===== src/rtl/mul_div_unit.sv =====
// HI/LO multiply/divide unit for the execute stage.
// A multiply takes a single cycle in MUL. A divide runs a radix-2 restoring
// loop on operand magnitudes for DIV_CYCLES cycles, then FIX applies signs.
// busy stalls the pipeline, done pulses for one cycle when hi/lo are written,
// and flush aborts any in-flight operation without touching hi/lo.
//
// state | meaning
// ------+----------------------------------------------------------
// IDLE  | waiting for start; latches op and operands on accept
// MUL   | full 64-bit product written to hi/lo, done pulsed
// DIV   | one quotient bit per cycle on operand magnitudes
// FIX   | apply signs / divide-by-zero result, write hi/lo, done

module mul_div_unit #(
    parameter int DIV_CYCLES = 32
) (
    input  logic        clk,
    input  logic        rst,
    input  logic        start,
    input  logic [1:0]  op,
    input  logic [31:0] src_a,
    input  logic [31:0] src_b,
    input  logic        flush,
    output logic        busy,
    output logic        done,
    output logic [31:0] hi,
    output logic [31:0] lo
);

    localparam logic [1:0] S_IDLE = 2'd0;
    localparam logic [1:0] S_MUL  = 2'd1;
    localparam logic [1:0] S_DIV  = 2'd2;
    localparam logic [1:0] S_FIX  = 2'd3;

    localparam logic [1:0] OP_DIV = 2'b10;

    localparam int              CNT_W    = $clog2(DIV_CYCLES);
    localparam logic [CNT_W-1:0] CNT_LAST = CNT_W'(DIV_CYCLES - 1);

    logic [1:0]       state;
    logic [1:0]       op_r;
    logic [31:0]      a_r;
    logic [31:0]      b_r;
    logic [31:0]      quo;
    logic [31:0]      rem;
    logic [31:0]      dvs;
    logic [CNT_W-1:0] cnt;

    logic        accept;
    logic        is_sdiv;
    logic [31:0] abs_a;
    logic [31:0] abs_b;
    logic [63:0] a_ext;
    logic [63:0] b_ext;
    logic [63:0] product;
    logic [32:0] shifted;
    logic [32:0] diff;
    logic [31:0] quo_fix;
    logic [31:0] rem_fix;

    assign busy    = (state != S_IDLE);
    assign accept  = (state == S_IDLE) && start && !flush;
    assign is_sdiv = (op_r == OP_DIV);

    // Operand conditioning, product, restoring-divide step and sign fix-up.
    always_comb begin
        abs_a   = ((op == OP_DIV) && src_a[31]) ? (32'd0 - src_a) : src_a;
        abs_b   = ((op == OP_DIV) && src_b[31]) ? (32'd0 - src_b) : src_b;
        a_ext   = op_r[0] ? {32'd0, a_r} : {{32{a_r[31]}}, a_r};
        b_ext   = op_r[0] ? {32'd0, b_r} : {{32{b_r[31]}}, b_r};
        product = a_ext * b_ext;
        shifted = {rem, quo[31]};
        diff    = shifted - {1'b0, dvs};
        // Quotient negated on sign mismatch; remainder follows the dividend.
        quo_fix = (is_sdiv && (a_r[31] ^ b_r[31])) ? (32'd0 - quo) : quo;
        rem_fix = (is_sdiv && a_r[31]) ? (32'd0 - rem) : rem;
    end

    // Sequencer plus datapath registers; flush aborts without writing hi/lo.
    always_ff @(posedge clk or posedge rst) begin
        if (rst) begin
            state <= S_IDLE;
            op_r  <= 2'd0;
            a_r   <= 32'd0;
            b_r   <= 32'd0;
            quo   <= 32'd0;
            rem   <= 32'd0;
            dvs   <= 32'd0;
            cnt   <= '0;
            done  <= 1'b0;
            hi    <= 32'd0;
            lo    <= 32'd0;
        end else begin
            done <= 1'b0;
            case (state)
                S_IDLE: begin
                    if (accept) begin
                        op_r  <= op;
                        a_r   <= src_a;
                        b_r   <= src_b;
                        quo   <= abs_a;
                        dvs   <= abs_b;
                        rem   <= 32'd0;
                        cnt   <= '0;
                        state <= op[1] ? S_DIV : S_MUL;
                    end
                end
                S_MUL: begin
                    state <= S_IDLE;
                    if (!flush) begin
                        hi   <= product[63:32];
                        lo   <= product[31:0];
                        done <= 1'b1;
                    end
                end
                S_DIV: begin
                    if (flush) begin
                        state <= S_IDLE;
                    end else begin
                        if (!diff[32]) begin
                            rem <= diff[31:0];
                            quo <= {quo[30:0], 1'b1};
                        end else begin
                            rem <= shifted[31:0];
                            quo <= {quo[30:0], 1'b0};
                        end
                        cnt <= cnt + 1'b1;
                        if (cnt == CNT_LAST) begin
                            state <= S_FIX;
                        end
                    end
                end
                S_FIX: begin
                    state <= S_IDLE;
                    if (!flush) begin
                        // A zero divisor returns all-ones quotient and the raw dividend.
                        if (b_r == 32'd0) begin
                            hi <= a_r;
                            lo <= 32'hFFFF_FFFF;
                        end else begin
                            hi <= rem_fix;
                            lo <= quo_fix;
                        end
                        done <= 1'b1;
                    end
                end
                default: state <= S_IDLE;
            endcase
        end
    end

endmodule


===== config.mk =====
export PLATFORM = sky130hd
export DESIGN_NAME = mul_div_unit
export DESIGN_NICKNAME = d
export VERILOG_FILES = /design/src/rtl/mul_div_unit.sv
export SDC_FILE = /design/constraint.sdc
export NUM_CORES = 2
export LEC_CHECK = 0
export CORE_MARGIN = 4
export CORE_UTILIZATION = 65
export DETAILED_ROUTE_END_ITERATION = 16
export PLACE_DENSITY_LB_ADDON = 0.3
export RECOVER_POWER = 25
export SLEW_MARGIN = 30
export SYNTH_ARGS = -nofsm -noshare
export SYNTH_HDL_FRONTEND = slang
export SYNTH_SLANG_ARGS = --single-unit

===== constraint.sdc =====
create_clock -name clk -period 11.2 [get_ports clk]
set_clock_uncertainty 0.05 [all_clocks]
set_input_delay 2.24 -clock clk [delete_from_list [all_inputs] [get_ports clk]]
set_output_delay 2.24 -clock clk [all_outputs]
set_load 0.005 [all_outputs]

Word-level counts from Yosys, hierarchy flattened
Index checks and enable logic that the tools add are counted. W data, S select, Z words.

Input port bits: 70. Logic and storage cells: 79. Flip-flop bits (word level): 234. Output and inout bits: 66.

Multipliers: 1. Eq/ne operators: 11. Muxes and demuxes: 32. Add/subtract/negate cells: 6. Bitwise gates (word level): 1. Reduce and logical (&&, ||, !) cells: 17.

Operators by type and width (number): $mux W32 (15); $pmux W32 S2 (4); $mux W64 (2); $sub A1 B32 Y32 const A (4); $mul A64 B64 Y64 (1); $sub A33 B32 Y33 (1); $logic_not A32 Y1 (1); $mux W5 (2); $pmux W5 S2 (1); $eq A2 B2 Y1 const B (4); $mux W2 (4); $ne A2 B2 Y1 const B (4); $logic_and A1 B1 Y1 (6); $pmux W2 S3 (1); $reduce_and A3 Y1 (2); $reduce_bool A2 Y1 (3); $add A5 B1 Y5 const B (1); $eq A5 B5 Y1 const B (1); $reduce_and A2 Y1 (2); $mux W1 (3); $ne A3 B3 Y1 const B (1); $eq A2 B1 Y1 const B (1); $logic_not A2 Y1 (1); $reduce_or A2 Y1 (1); 2 further kinds (2).

Depth between registers and ports, before layout
Depth after elaboration: 6. Gate-level depth with buffers: 36. Depth with buffers taken out: 33.

Least setup slack after synthesis
OpenSTA, ideal clock, no wires.

Kind: register -> register. Start: register a_r[31]. End: register hi[26]. Period minus slack after synthesis: 9.102 ns. Required time: 11.016 ns. Arrival: 8.918 ns. Path slack: 2.098 ns. Buffers on the path: 2. Cell stages (with the launch flop): 30. Library setup time: 0.134 ns. Path through: dfrtp_1 > nor2b_1 > clkbuf_1 > clkbuf_1 > nand2_1 > fa_1 > inv_1 > fa_1 > fa_1 > inv_1 > fa_1 > inv_1 > fa_1 > fa_1 > fa_1 > fa_1 > fa_1 > inv_1 > fa_1 > inv_1 > ha_1 > a21oi_1 > nor2b_1 > nor4_1 > a211o_1 > a31oi_1 > o211ai_1 > nand2_1 > a2111oi_0 > o21ai_1.

Word-level cells in the longest chain between the ends: 5. Elaborated cells between the ends (all ways): 8. Classes of those cells: mul (1); mux (6); reduce/logical (1).

Ends and longest elaborated chain: start, declared (RTL line 42) `logic [31:0] a_r;`; start signal, assigned (RTL line 99) `a_r <= src_a;`; branches (longest 4 deep; another with $mul A64 B64 Y64); $pmux W32 S2 (*) (RTL line 95) `case (state)`; end signal, assigned (RTL line 111) `hi <= product[63:32];`; end signal, assigned (RTL line 138) `hi <= a_r;`; end signal, assigned (RTL line 141) `hi <= rem_fix;`; end, declared (RTL line 26) `output logic [31:0] hi,`.

Every way passes the cells marked *. The select of a mux whose other input is x is not followed. A chain may end at the register's enable or synchronous reset.

Worst setup path after layout
Start: register a_r[11]. End: register hi[17].

Word-level cells in the longest chain between the ends: 4.

Ends and longest elaborated chain: $mux W64 (RTL line 69) `a_ext = op_r[0] ? {32'd0, a_r} : {{32{a_r[31]}}, a_r};`; $mul A64 B64 Y64 (RTL line 71) `product = a_ext * b_ext;`; $mux W32 (RTL line 110) `if (!flush) begin`; $pmux W32 S2 (RTL line 95).

Every way passes these cells. The select of a mux whose other input is x is not followed.

==> flow_metrics.tcl <==
set metrics [dict create \
    syn_to_final_growth_pct 5.663 \
    fillers 7355 \
    start_util 0.6578 \
    ys_warn_count 0 \
    violations "capacitance limit, slew limit" \
    ant_nets 0 \
    clock-sinks 233 \
    layout-drive-gt1-share 0.02885 \
    htree_levels 1 \
    synthCells 6804 \
    drv_cap 3 \
    syn-cell-area_um2 61580 \
    async_flop_share 1.000 \
    endpoint_kind "register" \
    grt_pass1_vias 50570 \
    rsz0062_at_grt "no" \
    grt_max_degree 108 \
    die-area_um2 99720 \
    antenna_found_initial 9 \
    syn_avg_cell_area_um2 9.050 \
    dr.pass1.iters 8 \
    numCtsBuffers 25 \
    wl_per_cell_um 23.05 \
    io_pins 136 \
    ctsRootBufferMaster "clkbuf_16" \
    die_width_um 315.8 \
    synth_edf_count 0 \
    die_h_um 315.8 \
    insertion_delay_ns 0.57 \
    cts_tree "done" \
    regArea_um2 5851 \
    timing.final.max_slew_violations 270 \
    globalRouteOverflowTotal 0 \
    multiInputGateArea_um2 48590 \
    crit_required_ns 11.41 \
    synth.area.top_cells "fa_1, inv_1, dfrtp_1, ha_1, and2_1" \
    synth_common_cells "inv_1, fa_1, nand2_1, and2_1, ha_1" \
    syn_nets 8641 \
    startpoint_type "register" \
    fin_crit_sh 0.9178 \
    ctsResizeCount 0 \
    fin_nets 8577 \
    critical_path.max_stage_delay_ns 0.87 \
    worst_pin_slew_ns 4.462 \
    cts_setup_buffers 0 \
    yosysTopAreaCellShare 0.4616 \
    synth_flop_cell "dfrtp_1" \
    grt_pass1_wl_um 290400 \
    yosysTopAreaCell "fa_1" \
    crit_top_cell "fa_1" \
    setup_viol 0 \
    hold_buffers 0 \
    critPathKind "register to register" \
    fmax_mhz 97.28 \
    synth.distinct_cells 64 \
    synth.most_common_cell "inv_1" \
    gp_congestion 1.005 \
    outcome "finished, violations left" \
    hold_class "register to register" \
    viasPerCell 5.883 \
    maxSlewHeadroom -1.975 \
    critPathMaxFanout 23 \
    synth_seq_area_share 0.09469 \
    hold_viol_final 0 \
    fin_crit_ns 10.28 \
    wl_um 184800 \
    final.setup.tns_ns 0 \
    io_buffers 135 \
    drc 0 \
    grt_usage 0.3858 \
    rows 112 \
    clockBufferDepth 3 \
    design.core.area_um2 93610 \
    dp_hpwl_um 152400 \
    synth-seq-cells 233 \
    arrival_ns 10.49 \
    slowest_stage "dfrtp_1" \
    path_clk_slew_ns 0.06 \
    drtIter0Drc 4364 \
    num_vias 47180 \
]
-- layer usage --
metal | up-vias | routed length (um) | GRT usage
met4 | 2 | 11640 | 0.1858
met1 | 24050 | 68850 | 0.5073
met5 | - | 13 | 0
met2 | 2453 | 87130 | 0.6241
li1 | 20030 | - | -
met3 | 638 | 17200 | 0.07406
-- sequential cells by signal (all words and copies together), names as in the netlist --
register  count
lo           32
b_r          32
state         2
hi           32
dvs          31
a_r          32
cnt           5
done          1
quo          32
rem          32
op_r          2
-- cells in the final DEF (no fill, tap or decap), types with 15 or more instances in the layout --
cell type	instances
o21a_1	16
buf_4	108
nor3_1	37
nand3_1	18
o22ai_1	27
nor4_1	22
nand2b_1	23
o21ai_1	25
o21ai_0	206
nand2_1	940
inv_1	1578
and3_1	17
a21o_1	41
clkdlybuf4s50_1	132
fa_1	1420
ha_1	347
a31oi_1	27
nor2_1	156
o211ai_1	15
a21oi_1	229
xnor2_1	159
dfrtp_2	16
nand4_1	16
dfrtp_1	217
and2_1	592
a211oi_1	28
o31ai_1	25
xor2_1	98
a22o_1	18
clkbuf_16	25
-- path summary, 6_finish.rpt --
check / startpoint / end / slack [ns] / cells past startpoint
min in group asynchronous: rst / dvs[3]$_DFFE_PP0P_ / 3.33 / 2
min reg2reg: dvs[3]$_DFFE_PP0P_ / dvs[3]$_DFFE_PP0P_ / 0.43 / 2
max in group asynchronous: rst / a_r[14]$_DFFE_PP0P_ / 2.51 / 3
max reg2reg: a_r[11]$_DFFE_PP0P_ / hi[17]$_DFFE_PP0P_ / 0.92 / 29
max: a_r[11]$_DFFE_PP0P_ / hi[17]$_DFFE_PP0P_ / 0.92 / 29
min: dvs[3]$_DFFE_PP0P_ / dvs[3]$_DFFE_PP0P_ / 0.43 / 2
-- stage by stage --
step	hold WS (ns)	area [um2]	instances	util	worst slack [ns]
2_1_floorplan	0.3998	61580	6804	-	2.098
3_3_place_gp	0.4110	64240	7967	0.6863	1.228
3_5_place_dp	0.4202	64270	7967	0.6866	1.224
4_1_cts	0.4342	65060	8013	0.6951	1.230
5_1_grt	0.4578	65060	8016	0.6950	0.4910
6_report	0.4318	65060	8019	0.6951	0.9209
-- logic make-up after synthesis --
kind of cell	synth area share
AND/OR/NAND/NOR	0.1463
AO/OA/AOI/OAI	0.07091
multiplexers	0.001138
adder cells (fa/ha/maj)	0.5328
buffers and inverters	0.1173
XOR/XNOR	0.03682
flip-flops	0.09469
-- worst max-delay path, delay by kind of cell, from the launching register on --
family,cells,cell delay [ns]
adders and majority gates,11,5.19
AOI/OAI and AO/OA,5,1.65
and+or+nand+nor,4,1.03
buffers and inverters,8,0.97
DFF,1,0.87
xor gates and xnor gates,1,0.18
-- final cells by class --
type                            instances  share of cell area
Multi-Input combinational cell       4648              0.7467
Sequential cell                       233             0.08992
Timing Repair Buffer                  253             0.03567
Clock inverter                          3           0.0005000
Tap cell                             1254             0.02411
Clock buffer                           43             0.01173
Antenna cell                            6           0.0002308
Inverter                             1579             0.09111
Power is left out: the tool's default activity adds up to more than one toggle a clock period on the data nets, which glitch-free logic cannot reach.
